[config.mk]
export PLATFORM = sky130hd
export DESIGN_NAME = siso_shift_register
export DESIGN_NICKNAME = d
export VERILOG_FILES = /design/src/rtl/siso_pkg.sv /design/src/rtl/siso_shift_register.sv
export SDC_FILE = /design/constraint.sdc
export NUM_CORES = 1
export LEC_CHECK = 0
export CORE_AREA = 2 2 39 41
export DETAILED_ROUTE_END_ITERATION = 8
export DIE_AREA = 0 0 41 43
export SYNTH_ARGS = -nofsm -noshare
export SYNTH_HDL_FRONTEND = slang
export SYNTH_SLANG_ARGS = --single-unit
[constraint.sdc]
create_clock -name clk -period 1.4 [get_ports clk]
set_input_delay 0.28 -clock clk [delete_from_list [all_inputs] [get_ports clk]]
set_output_delay 0.28 -clock clk [all_outputs]
set_load 0.005 [all_outputs]
[src/rtl/siso_pkg.sv]
// -----------------------------------------------------------------------------
// siso_pkg
//   Shared definitions for the serial-link shift register.
//   SISO_DEF_WIDTH : default register width in bits
//   siso_word_t    : one default-width register word
// -----------------------------------------------------------------------------
package siso_pkg;

   localparam int SISO_DEF_WIDTH = 8;

   typedef logic [SISO_DEF_WIDTH-1:0] siso_word_t;

endpackage : siso_pkg

[src/rtl/siso_shift_register.sv]
// -----------------------------------------------------------------------------
// siso_shift_register
//   Parallel-load, serial-in/serial-out shift register for the serial link
//   datapath. A loaded word leaves MSB-first, one bit per enabled clock, while
//   serial_in enters at bit 0 on the same edge.
//
//   Priority at each rising edge: reset > load > enable > hold.
//
//   Optional feature (macro SISO_PARITY_EN): adds parity_out = ^shift_reg.
//
// Ports (positional order is fixed):
//   clk        in   1      rising-edge clock
//   reset      in   1      synchronous, active-high reset (clears register)
//   load       in   1      parallel load strobe
//   enable     in   1      shift enable
//   data_in    in   WIDTH  parallel load word
//   shift_reg  out  WIDTH  current register contents (registered)
//   serial_out out  1      shift_reg[WIDTH-1]
//   serial_in  in   1      serial input, shifted into bit 0
//   parity_out out  1      even parity of shift_reg (SISO_PARITY_EN only)
// -----------------------------------------------------------------------------
module siso_shift_register
   import siso_pkg::*;
#(
   parameter int WIDTH = SISO_DEF_WIDTH
) (
   input  logic             clk,
   input  logic             reset,
   input  logic             load,
   input  logic             enable,
   input  logic [WIDTH-1:0] data_in,
   output logic [WIDTH-1:0] shift_reg,
   output logic             serial_out,
   input  logic             serial_in
`ifdef SISO_PARITY_EN
   ,
   output logic             parity_out
`endif
);

   logic [WIDTH-1:0] r_shift;

   always_ff @(posedge clk) begin
      if (reset) begin
         r_shift <= '0;
      end else if (load) begin
         // Load wins over enable: no shift happens on a load edge.
         r_shift <= data_in;
      end else if (enable) begin
         r_shift <= {r_shift[WIDTH-2:0], serial_in};
      end
   end

   assign shift_reg  = r_shift;
   assign serial_out = r_shift[WIDTH-1];

`ifdef SISO_PARITY_EN
   assign parity_out = ^r_shift;
`endif

endmodule : siso_shift_register

==> qor.csv <==
stage;metric;value;unit
routing;via_per_inst;4.73;
sta;fin_setup_tns;0;ns
clocking;numCtsBuffers;3;
routing;ant_nets;0;
setup_path;crit_type;reg2out;
job;maxCapViolCount;0;
routing;drtPass1Iterations;3;
clocking;ctsHoldBuffers;0;
synth;synth_compound_area_frac;0.159;
sta;period_share;0.970;
power_and_ir_drop;ir_worst_vdd;0.377;mV
place;dp_cells;71;
synth;ys_types;8;
synth;synthAdderAreaFrac;0;
grt;grt_pass1_vias;346;
setup_path;cp-start-kind;flop;
routing;vias;350;
sta;fin_hold_ws;0.560;ns
place;finalWeightedCongestion;0.709;
layout;syn2layout_area_growth;71.8;%
synth;ys_ff_latch;8;
die;fp.coreArea;1380;um2
synth;netlist_instances;36;
synth;yosys.area_share.simple;0.133;
grt;grt_pass1_wl;1.48;mm
grt;antenna_found_initial;0;
grt;grt_remaining_overflow;0;
layout;fin_util;0.467;
sta;slew_headroom;0.815;
die;initial_core_util;0.272;
clocking;ctsLongestPathBuffers;2;
power_and_ir_drop;combinationalPowerShare;0.227;
routing;drt_iter0_markers;2;
power_and_ir_drop;swShare;0.224;
layout;nets;73;
setup_path;critical-path-top-delay-family;buffers and inverters;
synth;yosys.area.top_type;dfxtp_1;
synth;syn_area_per_cell;10.5;um2
routing;drt-wirelength-per-cell;11.9;um
routing;wirelength;880;um
layout;stdcell_count;74;
die;die_h;43;um
die;pin_count;22;
sta;max_slew.worst_pin.slew;0.277;ns
synth;synth_ff_type;dfxtp_1;
sta;fmax;0.736;GHz
setup_path;arrival;1.08;ns
power_and_ir_drop;p_per_area;859;nW/um2
setup_path;r2r_setup_slack;0.67;ns
hold_path;min_path_type;reg2reg;
place;hpwlAfterDp;655;um
grt;grt_usage;0.128;
sta;rsz0062_at_grt;no;
clocking;ctsHtreeMaxLevel;1;
die;dieArea;1760;um2
synth;synth_edf_count;0;
clocking;post_cts_buffers;0;
sta;drv_slew;0;
clocking;clkSlewWorstSetupHoldPaths;0.05;ns
run_status;status;completed;
power_and_ir_drop;p_sw;0.124;mW
synth;synth_mux_area_frac;0.213;
die;rows;14;
setup_path;critPathBufInv;1;
grt;grt_max_degree;10;
layout;fillers;142;
routing;drc;0;
sta;setup_viol;0;
setup_path;timing.critical_path.to_type;output port;
synth;synth_xor_area_frac;0;
clocking;clkSinkCount;8;
synth;synthArstFlopShare;0;
synth;ys_top_cells_by_count;8 x a211oi_1, 8 x dfxtp_1, 8 x mux2i_1, 8 x nor2b_1;
synth;synth_area_leaders;dfxtp_1 43%, mux2i_1 21%, a211oi_1 16%;
clocking;clk_latency;0.25;ns
clocking;clock-root-buffer;clkbuf_4;
power_and_ir_drop;p_clk_frac;0.305;
die;dieWidth;41;um
synth;seq_area_frac_synth;0.425;
layout;largest_reg_flops;8;
place;port_buffers;21;
sta;min_period;1.36;ns
sta;hold_viol;0;
power_and_ir_drop;leakagePower;0.318;nW
synth;synth.net_count;49;
setup_path;cp_slowest_cell;clkdlybuf4s50_1;
setup_path;cp_max_fo;3;
layout;drive_above_1_share;0.190;
power_and_ir_drop;p_seq_frac;0.467;
power_and_ir_drop;internal_power;0.432;mW
synth;synthesis.area;377;um2
synth;synth_top_family_by_area;multiplexers;
synth;synth_top_area_share;0.425;
setup_path;path_cells;clkdlybuf4s50_1;
clocking;tritoncts;done;
synth;ys_warn_count;0;
sta;clock-skew-final;0.00422;ns
layout;antenna_cells;0;
setup_path;cp.required;1.12;ns
setup_path;critPathMaxStageDelay;0.50;ns
-- logic make-up (layout without fill, tap and decap cells) --
logic type	count (synthesis)	count (layout)
buffers and inverters	4	26
AO/OA/AOI/OAI	8	8
multiplexers	8	8
flip-flops	8	8
AND/OR/NAND/NOR	8	8
-- per-layer routing --
layer,wire (um),global-route usage,up-vias,share of wire
met5,0,0,-,0
met4,19,0.100,0,0.022
met3,68,0.0524,2,0.077
met2,414,0.156,13,0.47
met1,377,0.168,160,0.43
li1,-,-,175,-
-- power by group through the flow --
stage / sequential, mW / clock, mW / combinational [mW]
global route: 0.263 / 0.190 / 0.137
finish: 0.260 / 0.170 / 0.126
detailed placement: 0.263 / 0 / 0.130
CTS: 0.259 / 0.175 / 0.131
floorplan: 0.263 / 0 / 0.0489
global placement: 0.263 / 0 / 0.130
-- final cells by class --
| type | instances | area [um2] | share of cell area |
|---|---|---|---|
| inverters | 1 | 3.75 | 0.00580 |
| repair buffers | 22 | 243 | 0.375 |
| multi-input cells | 24 | 190 | 0.294 |
| flip-flops and latches | 8 | 168 | 0.259 |
| clock buffers | 3 | 22.5 | 0.0348 |
| well taps | 16 | 20.0 | 0.0309 |
-- per-stage QoR --
step	cell area (um2)	setup WS [ns]	total power, mW
2_1_floorplan	377	0.606	0.312
3_3_place_gp	604	0.0501	0.392
3_5_place_dp	604	0.0454	0.393
4_1_cts	629	0.000952	0.566
5_1_grt	647	0.00413	0.591
6_report	647	0.0418	0.556
-- worst paths after layout --
path                              startpoint            to  cells after the start
worst max register to register  shift_reg[4]  shift_reg[5]                      2
worst min register to register  shift_reg[1]  shift_reg[1]                      2
worst max-delay path            shift_reg[0]  shift_reg[0]                      1
worst min-delay path            shift_reg[1]  shift_reg[1]                      2
-- placed cells by master (no fill, tap or decap), drive strengths merged --
master	synthesis	layout
clkbuf	0	3
dlymetal6s2s	0	5
mux2i	8	8
buf	3	1
dfxtp	8	8
a211oi	8	8
inv	1	1
nor2b	8	8
clkdlybuf4s50	0	16
-- repair_timing --
action,in CTS,in global routing
pin swaps,0,0
cloned,0,0
setup endpoints to repair,2,8
resized for setup,2,9
No activity file was read; power rests on OpenSTA's default activity.
